## src/rtl/branch_hazard_ctrl_if.sv

```systemverilog
// -----------------------------------------------------------------------------
// branch_hazard_ctrl_if
//   Bundles the fetch/execute-facing signals of branch_hazard_ctrl.
//
//   master modport : pipeline side (drives fetch and resolve inputs,
//                    observes the hazard controls)
//   slave modport  : branch_hazard_ctrl itself
//
//   Signals
//     inst           [31:0]          instruction word from inst_fetch
//     pc             [ADDR_WIDTH-1:0] address of inst
//     inst_valid                     inst/pc valid this cycle
//     resolve_valid                  execute stage reports a branch outcome
//     resolve_taken                  outcome, qualified by resolve_valid
//     resolve_target [ADDR_WIDTH-1:0] taken target, qualified by resolve_valid
//     stall_fetch                    hold fetch PC/instruction
//     flush                          kill younger in-flight instructions
//     redirect_valid                 one-cycle pulse: load redirect_pc
//     redirect_pc    [ADDR_WIDTH-1:0] new fetch address
//     branch_pc      [ADDR_WIDTH-1:0] pc of the outstanding branch
//   With BRANCH_HAZARD_CTRL_PERF_EN defined:
//     stall_count    [31:0]          saturating count of stalled cycles
//     taken_count    [31:0]          saturating count of taken resolves
// -----------------------------------------------------------------------------
interface branch_hazard_ctrl_if #(
  parameter int unsigned ADDR_WIDTH = 32
);
  logic [31:0]           inst;
  logic [ADDR_WIDTH-1:0] pc;
  logic                  inst_valid;
  logic                  resolve_valid;
  logic                  resolve_taken;
  logic [ADDR_WIDTH-1:0] resolve_target;
  logic                  stall_fetch;
  logic                  flush;
  logic                  redirect_valid;
  logic [ADDR_WIDTH-1:0] redirect_pc;
  logic [ADDR_WIDTH-1:0] branch_pc;
`ifdef BRANCH_HAZARD_CTRL_PERF_EN
  logic [31:0]           stall_count;
  logic [31:0]           taken_count;
`endif

  modport master (
    output inst, pc, inst_valid, resolve_valid, resolve_taken, resolve_target,
    input  stall_fetch, flush, redirect_valid, redirect_pc, branch_pc
`ifdef BRANCH_HAZARD_CTRL_PERF_EN
    , input stall_count, taken_count
`endif
  );

  modport slave (
    input  inst, pc, inst_valid, resolve_valid, resolve_taken, resolve_target,
    output stall_fetch, flush, redirect_valid, redirect_pc, branch_pc
`ifdef BRANCH_HAZARD_CTRL_PERF_EN
    , output stall_count, taken_count
`endif
  );
endinterface

```

## src/rtl/branch_hazard_ctrl.sv

```systemverilog
// -----------------------------------------------------------------------------
// branch_hazard_ctrl
//   Control-hazard unit for an in-order pipeline. When fetch presents a
//   branch, the controller records its pc and stalls fetch until execute
//   resolves it. A not-taken branch releases fetch immediately; a taken
//   branch pulses a redirect to the resolved target and holds flush (with
//   stall) for FLUSH_CYCLES cycles. All outputs are registered.
//
//   Parameters
//     ADDR_WIDTH    width of pc / target addresses (default 32)
//     FLUSH_CYCLES  cycles flush is held after a taken branch, 1..15
//
//   Ports
//     clk    rising-edge clock
//     reset  asynchronous, active-low reset
//     bus    branch_hazard_ctrl_if.slave (see interface file)
//
//   Optional feature
//     Define BRANCH_HAZARD_CTRL_PERF_EN to add the saturating 32-bit
//     stall_count / taken_count performance counters on the interface.
// -----------------------------------------------------------------------------
module branch_hazard_ctrl #(
  parameter int unsigned ADDR_WIDTH   = 32,
  parameter int unsigned FLUSH_CYCLES = 2
) (
  input  logic                 clk,
  input  logic                 reset,
  branch_hazard_ctrl_if.slave  bus
);

  typedef enum logic [1:0] {
    IDLE         = 2'd0,
    WAIT_RESOLVE = 2'd1,
    FLUSH        = 2'd2
  } state_e;

  localparam logic [3:0] FLUSH_LOAD = 4'(FLUSH_CYCLES);

  // PowerPC numbers instruction bits MSB-first: inst[0:5] is the primary
  // opcode (bits 31:26 here) and inst[21:30] is the extended opcode
  // (bits 10:1 here).
  localparam logic [5:0] OP_B     = 6'd18;
  localparam logic [5:0] OP_BC    = 6'd16;
  localparam logic [5:0] OP_XL    = 6'd19;
  localparam logic [9:0] XO_BCLR  = 10'd16;
  localparam logic [9:0] XO_BCCTR = 10'd528;

  state_e                state_q, state_d;
  logic [3:0]            cnt_q, cnt_d;
  logic                  stall_q, stall_d;
  logic                  flush_q, flush_d;
  logic                  redir_v_q, redir_v_d;
  logic [ADDR_WIDTH-1:0] redir_pc_q, redir_pc_d;
  logic [ADDR_WIDTH-1:0] branch_pc_q, branch_pc_d;
  logic                  taken_evt;

  logic [5:0]            opcode;
  logic [9:0]            xo;
  logic                  is_branch;
  logic                  unused_inst_bits;

  // ---------------------------------------------------------------------------
  // Branch decode
  // ---------------------------------------------------------------------------
  always_comb begin
    opcode    = bus.inst[31:26];
    xo        = bus.inst[10:1];
    is_branch = (opcode == OP_B) || (opcode == OP_BC) ||
                ((opcode == OP_XL) && ((xo == XO_BCLR) || (xo == XO_BCCTR)));
  end

  assign unused_inst_bits = ^{bus.inst[25:11], bus.inst[0]};

  // ---------------------------------------------------------------------------
  // Next-state and next-output logic. Outputs are computed for the cycle
  // after the edge so that every output comes straight from a flop.
  // ---------------------------------------------------------------------------
  always_comb begin
    state_d     = state_q;
    cnt_d       = cnt_q;
    stall_d     = 1'b0;
    flush_d     = 1'b0;
    redir_v_d   = 1'b0;
    redir_pc_d  = redir_pc_q;
    branch_pc_d = branch_pc_q;
    taken_evt   = 1'b0;

    case (state_q)
      IDLE: begin
        if (bus.inst_valid && is_branch) begin
          state_d     = WAIT_RESOLVE;
          branch_pc_d = bus.pc;
          stall_d     = 1'b1;
        end
      end

      WAIT_RESOLVE: begin
        stall_d = 1'b1;
        if (bus.resolve_valid) begin
          if (bus.resolve_taken) begin
            state_d    = FLUSH;
            cnt_d      = FLUSH_LOAD;
            flush_d    = 1'b1;
            redir_v_d  = 1'b1;
            redir_pc_d = bus.resolve_target;
            taken_evt  = 1'b1;
          end else begin
            state_d = IDLE;
            stall_d = 1'b0;
          end
        end
      end

      FLUSH: begin
        // cnt_q holds the number of flush cycles left including this one.
        if (cnt_q <= 4'd1) begin
          state_d = IDLE;
          cnt_d   = '0;
        end else begin
          cnt_d   = cnt_q - 4'd1;
          stall_d = 1'b1;
          flush_d = 1'b1;
        end
      end

      default: begin
        state_d = IDLE;
        cnt_d   = '0;
      end
    endcase
  end

  // ---------------------------------------------------------------------------
  // State and output registers
  // ---------------------------------------------------------------------------
  always_ff @(posedge clk or negedge reset) begin
    if (!reset) begin
      state_q     <= IDLE;
      cnt_q       <= '0;
      stall_q     <= 1'b0;
      flush_q     <= 1'b0;
      redir_v_q   <= 1'b0;
      redir_pc_q  <= '0;
      branch_pc_q <= '0;
    end else begin
      state_q     <= state_d;
      cnt_q       <= cnt_d;
      stall_q     <= stall_d;
      flush_q     <= flush_d;
      redir_v_q   <= redir_v_d;
      redir_pc_q  <= redir_pc_d;
      branch_pc_q <= branch_pc_d;
    end
  end

  assign bus.stall_fetch    = stall_q;
  assign bus.flush          = flush_q;
  assign bus.redirect_valid = redir_v_q;
  assign bus.redirect_pc    = redir_pc_q;
  assign bus.branch_pc      = branch_pc_q;

`ifdef BRANCH_HAZARD_CTRL_PERF_EN
  // ---------------------------------------------------------------------------
  // Saturating performance counters. stall_count follows the registered
  // stall_fetch so it counts exactly the cycles the pipeline saw a stall.
  // ---------------------------------------------------------------------------
  logic [31:0] stall_count_q;
  logic [31:0] taken_count_q;

  always_ff @(posedge clk or negedge reset) begin
    if (!reset) begin
      stall_count_q <= '0;
      taken_count_q <= '0;
    end else begin
      if (stall_q && (stall_count_q != '1)) begin
        stall_count_q <= stall_count_q + 32'd1;
      end
      if (taken_evt && (taken_count_q != '1)) begin
        taken_count_q <= taken_count_q + 32'd1;
      end
    end
  end

  assign bus.stall_count = stall_count_q;
  assign bus.taken_count = taken_count_q;
`else
  logic unused_taken_evt;
  assign unused_taken_evt = taken_evt;
`endif

endmodule
```

## src/flat_wrapper.sv

```systemverilog
// flat-port wrapper written by rule: the top's interface ports become plain ports
module branch_hazard_ctrl_flat 
#(
  parameter int unsigned ADDR_WIDTH   = 32,
  parameter int unsigned FLUSH_CYCLES = 2
)
  (clk, reset, bus_inst, bus_pc, bus_inst_valid, bus_resolve_valid, bus_resolve_taken, bus_resolve_target, bus_stall_fetch, bus_flush, bus_redirect_valid, bus_redirect_pc, bus_branch_pc);
  branch_hazard_ctrl_if #(.ADDR_WIDTH(ADDR_WIDTH)) bus_i ();
  input  logic clk;
  input  logic reset;
  input wire logic [$bits(bus_i.inst)-1:0] bus_inst;
  input wire logic [$bits(bus_i.pc)-1:0] bus_pc;
  input wire logic [$bits(bus_i.inst_valid)-1:0] bus_inst_valid;
  input wire logic [$bits(bus_i.resolve_valid)-1:0] bus_resolve_valid;
  input wire logic [$bits(bus_i.resolve_taken)-1:0] bus_resolve_taken;
  input wire logic [$bits(bus_i.resolve_target)-1:0] bus_resolve_target;
  output wire logic [$bits(bus_i.stall_fetch)-1:0] bus_stall_fetch;
  output wire logic [$bits(bus_i.flush)-1:0] bus_flush;
  output wire logic [$bits(bus_i.redirect_valid)-1:0] bus_redirect_valid;
  output wire logic [$bits(bus_i.redirect_pc)-1:0] bus_redirect_pc;
  output wire logic [$bits(bus_i.branch_pc)-1:0] bus_branch_pc;
  assign bus_i.inst = bus_inst;
  assign bus_i.pc = bus_pc;
  assign bus_i.inst_valid = bus_inst_valid;
  assign bus_i.resolve_valid = bus_resolve_valid;
  assign bus_i.resolve_taken = bus_resolve_taken;
  assign bus_i.resolve_target = bus_resolve_target;
  assign bus_stall_fetch = bus_i.stall_fetch;
  assign bus_flush = bus_i.flush;
  assign bus_redirect_valid = bus_i.redirect_valid;
  assign bus_redirect_pc = bus_i.redirect_pc;
  assign bus_branch_pc = bus_i.branch_pc;
  branch_hazard_ctrl #(.ADDR_WIDTH(ADDR_WIDTH), .FLUSH_CYCLES(FLUSH_CYCLES)) u_core (.clk(clk), .reset(reset), .bus(bus_i));
endmodule
```

## config.mk

```make
export PLATFORM = sky130hd
export DESIGN_NAME = branch_hazard_ctrl_flat
export DESIGN_NICKNAME = d
export VERILOG_FILES = /design/src/rtl/branch_hazard_ctrl_if.sv /design/src/rtl/branch_hazard_ctrl.sv /design/src/flat_wrapper.sv
export SDC_FILE = /design/constraint.sdc
export NUM_CORES = 1
export LEC_CHECK = 0
export CORE_AREA = 2 2 91 93
export CTS_CLUSTER_DIAMETER = 60
export DETAILED_ROUTE_END_ITERATION = 12
export DIE_AREA = 0 0 93 95
export PLACE_DENSITY_LB_ADDON = 0.3
export SLEW_MARGIN = 5
export SYNTH_ARGS = -nofsm -noshare
export SYNTH_HDL_FRONTEND = slang
export SYNTH_SLANG_ARGS = --single-unit
```

## constraint.sdc

```tcl
create_clock -name clk -period 3.1 [get_ports clk]
set_input_delay 0.31 -clock clk [delete_from_list [all_inputs] [get_ports clk]]
set_output_delay 0.31 -clock clk [all_outputs]
set_load 0.01 [all_outputs]
```

# After elaboration in Yosys (flattened, before gate mapping)
# Cells that the tools add are included.
totals:
  output_inout_bits: 67
  latchBits: 0
  in_bits: 101
  word_cells: 48
  mem_bits_rw: 0
  memories: 0
  rom_bits: 0
  register_bits: 73
op_classes:
  div: 0
  reduce_logical: 10
  n_eq_ne: 11
  n_mul: 0
  magnitude_cmp: 1
  addsub: 1
  shift: 0
  bitwise: 1
  n_mux: 17
ops:
  columns: ["cell", "n"]
  rows:
  - ["$eq 6x5->1 const B", 3]
  - ["$mux 4", 3]
  - ["$pmux 4 s3", 1]
  - ["$eq 10x10->1 const B", 1]
  - ["$eq 10x5->1 const B", 1]
  - ["$reduce_and 3->1", 3]
  - ["$mux 2", 4]
  - ["$mux 1", 6]
  - ["$pmux 2 s3", 1]
  - ["$le 4x1->1 const B", 1]
  - ["$ne 2x1->1 const B", 2]
  - ["$ne 2x2->1 const B", 2]
  - ["$sub 4x1->4 const B", 1]
  - ["$logic_or 1x1->1", 3]
  - ["$pmux 1 s3", 1]
  - ["$eq 2x1->1 const B", 1]
  - ["$eq 2x2->1 const B", 1]
  - ["$logic_and 1x1->1", 2]
  - ["$logic_not 2->1", 1]
  - ["$pmux 1 s2", 1]
  - ["$reduce_and 2->1", 1]
  - ["$not 1->1", 1]

# Longest topological paths before layout
logic_depth:
  word_depth: 7
  depth_mapped: 6
  mapped_depth_nobuf: 6

# Worst setup path before layout
# No wires, ideal clock.
synth_timing:
  path_type: "input to register"
  startpoint: "in bus_inst[2]"
  endpoint: "reg u_core.branch_pc_q[10] (netlist: u_core.bus.branch_pc[10])"
  required_time_ns: 2.975
  cell_stages: 5
  n_path_buf: 1
  setup_ns: 0.125
  arrival_time_ns: 1.633
  path_slack_ns: 1.342
  cell_sequence: "nor4b_1 a31oi_1 nor3b_4 buf_6 mux2_4"
synth_via:
  elab_chain_len: 6
  elab_cells_between_ends: 7
  classes_between: "2 x eq/ne; 5 x reduce/logical"
synth_rtl:
  columns: ["element", "line", "source"]
  rows:
  - ["from (decl)", "flat_wrapper.sv:11", "input wire logic [$bits(bus_i.inst)-1:0] bus_inst;"]
  - ["$eq 10x5->1 / $eq 10x10->1 (equally long branches)", "branch_hazard_ctrl.sv:69", "((opcode == OP_XL) && ((xo == XO_BCLR) || (xo == XO_BCCTR)));"]
  - ["$logic_or 1x1->1 (*)", "branch_hazard_ctrl.sv:69", null]
  - ["$logic_and 1x1->1 (*)", "branch_hazard_ctrl.sv:69", null]
  - ["$logic_or 1x1->1 (*)", "branch_hazard_ctrl.sv:68", "is_branch = (opcode == OP_B) || (opcode == OP_BC) ||"]
  - ["$logic_and 1x1->1 (*)", "branch_hazard_ctrl.sv:90", "if (bus.inst_valid && is_branch) begin"]
  - ["$reduce_and 2->1 (no source line) (*)", null, null]
  - ["to (signal assigned)", "branch_hazard_ctrl.sv:152", "branch_pc_q <= branch_pc_d;"]
  - ["to (decl)", "branch_hazard_ctrl.sv:54", "logic [ADDR_WIDTH-1:0] branch_pc_q, branch_pc_d;"]
# Every way passes the cells marked *; elsewhere a longest branch is shown, timed or not.
# A chain may end at the register's enable or synchronous reset.

# Final worst setup path
layout_timing:
  startpoint: "in bus_inst[29]"
  endpoint: "reg u_core.branch_pc_q[1] (netlist: u_core.bus.branch_pc[1])"
layout_via:
  elab_chain_len: 5
  elab_cells_between_ends: 8
  classes_between: "3 x eq/ne; 5 x reduce/logical"
layout_rtl:
  columns: ["element", "line"]
  rows:
  - ["$eq 6x5->1, on equally long branches", "branch_hazard_ctrl.sv:68, branch_hazard_ctrl.sv:69"]
  - ["$logic_or 1x1->1 / $logic_and 1x1->1 (equally long branches)", "branch_hazard_ctrl.sv:68, branch_hazard_ctrl.sv:69"]
  - ["$logic_or 1x1->1 (*)", "branch_hazard_ctrl.sv:68"]
  - ["$logic_and 1x1->1 (*)", "branch_hazard_ctrl.sv:90"]
  - ["$reduce_and 2->1 (no source line) (*)", null]
# Marked as above.

==> flow_metrics.py <==
metrics = {
    "route": {
        "first_iter_violations": 27,
        "final_antenna_net_count": 0,
        "drt-wirelength-per-cell_um": 14.5,
        "drt_drc_violations_left": 0,
        "drt_first_pass_iters": 3,
        "num_vias": 2129,
        "wl_um": 6660,
        "via_per_inst": 4.63,
    },
    "global_route": {
        "grt_pass1_wl_um": 10600,
        "overflow": 0,
        "grt_pass1_vias": 2194,
        "grt_usage_pct": 15.5,
        "antenna_found_initial": 0,
        "grt_max_degree": 74,
    },
    "sta": {
        "setup_violations": 0,
        "skew_ns": 0.00894,
        "rsz0062_at_grt": "no",
        "setup_slack_ns": 1.13,
        "relSlewSlack_pct": 40.5,
        "period_minus_slack_ns": 1.97,
        "max_freq_mhz": 508,
        "timing.final.crit_share_pct": 63.5,
        "hold_viol_final": 0,
        "final.setup.tns_ns": 0,
        "tightest_slew_ns": 0.893,
        "final_max_slew_viol_count": 0,
    },
    "critical_path": {
        "crit_fanout": 33,
        "cp.arrival_ns": 2.18,
        "cp-start-kind": "input pin",
        "worstSetupPathType": "in -> reg",
        "critPathRequiredTime_ns": 3.31,
        "critPathCaptureType": "register",
    },
    "power_and_ir_drop": {
        "p_sw_w": 0.00107,
        "p_int_w": 0.00280,
        "cellPowerDensity_nw_per_um2": 794,
        "pwr-share-seq_pct": 38.6,
        "swShare_pct": 27.7,
        "power_w": 0.00387,
        "irDropWorstVdd_mv": 0.459,
        "pwr-share-clk_pct": 18.8,
        "pwr-share-comb_pct": 42.6,
        "power_leakage_nw": 2.13,
    },
    "logic_synthesis": {
        "syn_area_per_cell_um2": 15.8,
        "ys_seq_area_share_pct": 59.6,
        "ys_types": 30,
        "synth-seq-cells": 73,
        "async_flop_share_pct": 100,
        "yosysWarnings": 0,
        "syn-num-nets": 301,
        "syn-cell-area_um2": 3070,
        "synth.largest_area_cell": "dfrtp_1",
        "synth_edf_count": 0,
        "netlist_instances": 194,
        "synthTopCellsByArea": "dfrtp_1 (60%), mux2_4 (14%), mux2_2 (13%), ha_1 (2.4%), inv_1 (1.1%)",
        "synth_ff_type": "dfrtp_1",
        "yosys.area.top_type_share_pct": 59.6,
    },
    "cells_and_area": {
        "final_common_cell": "clkdlybuf4s50_1",
        "area_growth_pct": 59.0,
        "antennaDiodeCount": 0,
        "fillers": 647,
        "drive_gt1_share_pct": 23.9,
        "final_cell_mix": "clkdlybuf4s50_1 (149), dfrtp_1 (73), mux2_2 (36), mux2_4 (29), clkbuf_8 (11)",
        "final_area_um2": 4870,
        "nets": 458,
    },
    "clock_network": {
        "cts_buffers": 9,
        "cts_hold_buffers": 0,
        "cts_htree_levels": 3,
        "post_cts_buffers": 0,
        "clk_pin_slew_ns": 0.07,
        "cts_tree": "done",
        "ctsResizeCount": 0,
        "cts_buffer_depth": 2,
        "clock_sinks": 73,
        "ctsRootBufferMaster": "clkbuf_8",
        "clock_latency_ns": 0.33,
    },
    "placed_design": {
        "place_ws_ns": 0.763,
        "gp_congestion": 0.794,
        "dp_hpwl_um": 4730,
        "place_area_um2": 4680,
        "io_buffer_count": 150,
    },
    "min_path": {
        "hp-class": "in -> async",
    },
    "floorplanning": {
        "start_util_pct": 38.7,
        "fp.dieArea_um2": 8840,
        "num_io_pins": 168,
        "die_h_um": 95,
        "num_rows": 33,
        "core_um2": 7930,
        "chipWidth_um": 93,
    },
    "flow_run": {
        "maxCapViolCount": 0,
    },
    "outcome": {
        "status": "finished clean",
    },
}
[final cells by class]
| cell class | instances | area [um^2] | share of cell area (%) |
|---|---|---|---|
| clock buffer | 12 | 155 | 3.18 |
| clock inverter | 3 | 40.0 | 0.822 |
| inverter | 9 | 33.8 | 0.693 |
| multi-input combinational | 106 | 1160 | 23.8 |
| sequential | 73 | 1830 | 37.5 |
| tap | 105 | 131 | 2.70 |
| timing repair buffer | 152 | 1530 | 31.3 |
[synth_stat cells, types with 2 or more instances]
| master | count |
|---|---|
| a21oi_1 | 3 |
| buf_6 | 3 |
| clkbuf_1 | 3 |
| dfrtp_1 | 73 |
| ha_1 | 6 |
| inv_1 | 9 |
| mux2_2 | 36 |
| mux2_4 | 29 |
| nand2_1 | 5 |
| nor2_1 | 2 |
| nor4_1 | 2 |
| nor4b_1 | 2 |
| o21ai_0 | 3 |
| o31ai_1 | 2 |
[logic make-up (layout without fill, tap and decap cells)]
group,Yosys count,after routing,synth area share [%]
simple gates,18,18,3.96
compound gates,16,16,3.67
buf+inv,15,176,2.57
flops,73,73,59.6
mux,66,66,27.8
fa+ha+maj,6,6,2.45
[state kept, by name, indices dropped and copies added, names as in the netlist]
register	flops
u_core.bus.redirect_valid	1
u_core.cnt_q	4
u_core.bus.flush	1
u_core.bus.stall_fetch	1
u_core.bus.redirect_pc	32
u_core.state_q	2
u_core.bus.branch_pc	32
[metrics by stage]
stage / utilization (%) / cells / hold WS, ns
6_report: 61.5 / 460 / 0.0976
2_1_floorplan: - / 194 / 0.0144
3_3_place_gp: 59.0 / 445 / 0.486
5_1_grt: 61.5 / 460 / 0.176
3_5_place_dp: 59.0 / 445 / 0.492
4_1_cts: 61.5 / 460 / 0.130
[final timing paths]
path                                              endpoint                       from  depth (start not counted)  slack (ns)
min in group clk                 u_core.bus.redirect_pc[0]  u_core.bus.redirect_pc[0]                          1        0.50
worst max register to register           u_core.state_q[1]            u_core.cnt_q[0]                          6        1.14
worst max-delay path               u_core.bus.branch_pc[1]               bus_inst[29]                          6        1.13
max in group asynchronous       u_core.bus.redirect_pc[16]                      reset                          1        2.41
worst min register to register   u_core.bus.redirect_pc[0]  u_core.bus.redirect_pc[0]                          1        0.50
worst min-delay path              u_core.bus.branch_pc[25]                      reset                          1         0.1
[layer usage]
metal / vias up / global-route usage, % / wire [um]
met4: 0 / 6.25 / 68
met1: 1019 / 19.7 / 2860
met2: 101 / 23.2 / 2990
met5: - / 0 / 0
met3: 6 / 6.70 / 744
li1: 1003 / - / -
[worst max-delay path, cell delays in order]
cell and delay [ns]:
clkdlybuf4s50_1 0.40, nor4b_1 0.40, nand2_1 0.17, nor3b_4 0.23
buf_12 0.28, mux2_2 0.37
[power by group through the flow]
stage	clock, W	combinational (W)	sequential, W
finish	0.000729	0.00165	0.00149
global placement	0	0.00164	0.00150
global route	0.000806	0.00178	0.00154
CTS	0.000759	0.00167	0.00149
detailed placement	0	0.00166	0.00151
floorplan	0	0.000564	0.00167
Power figures use the tool's default switching activity.
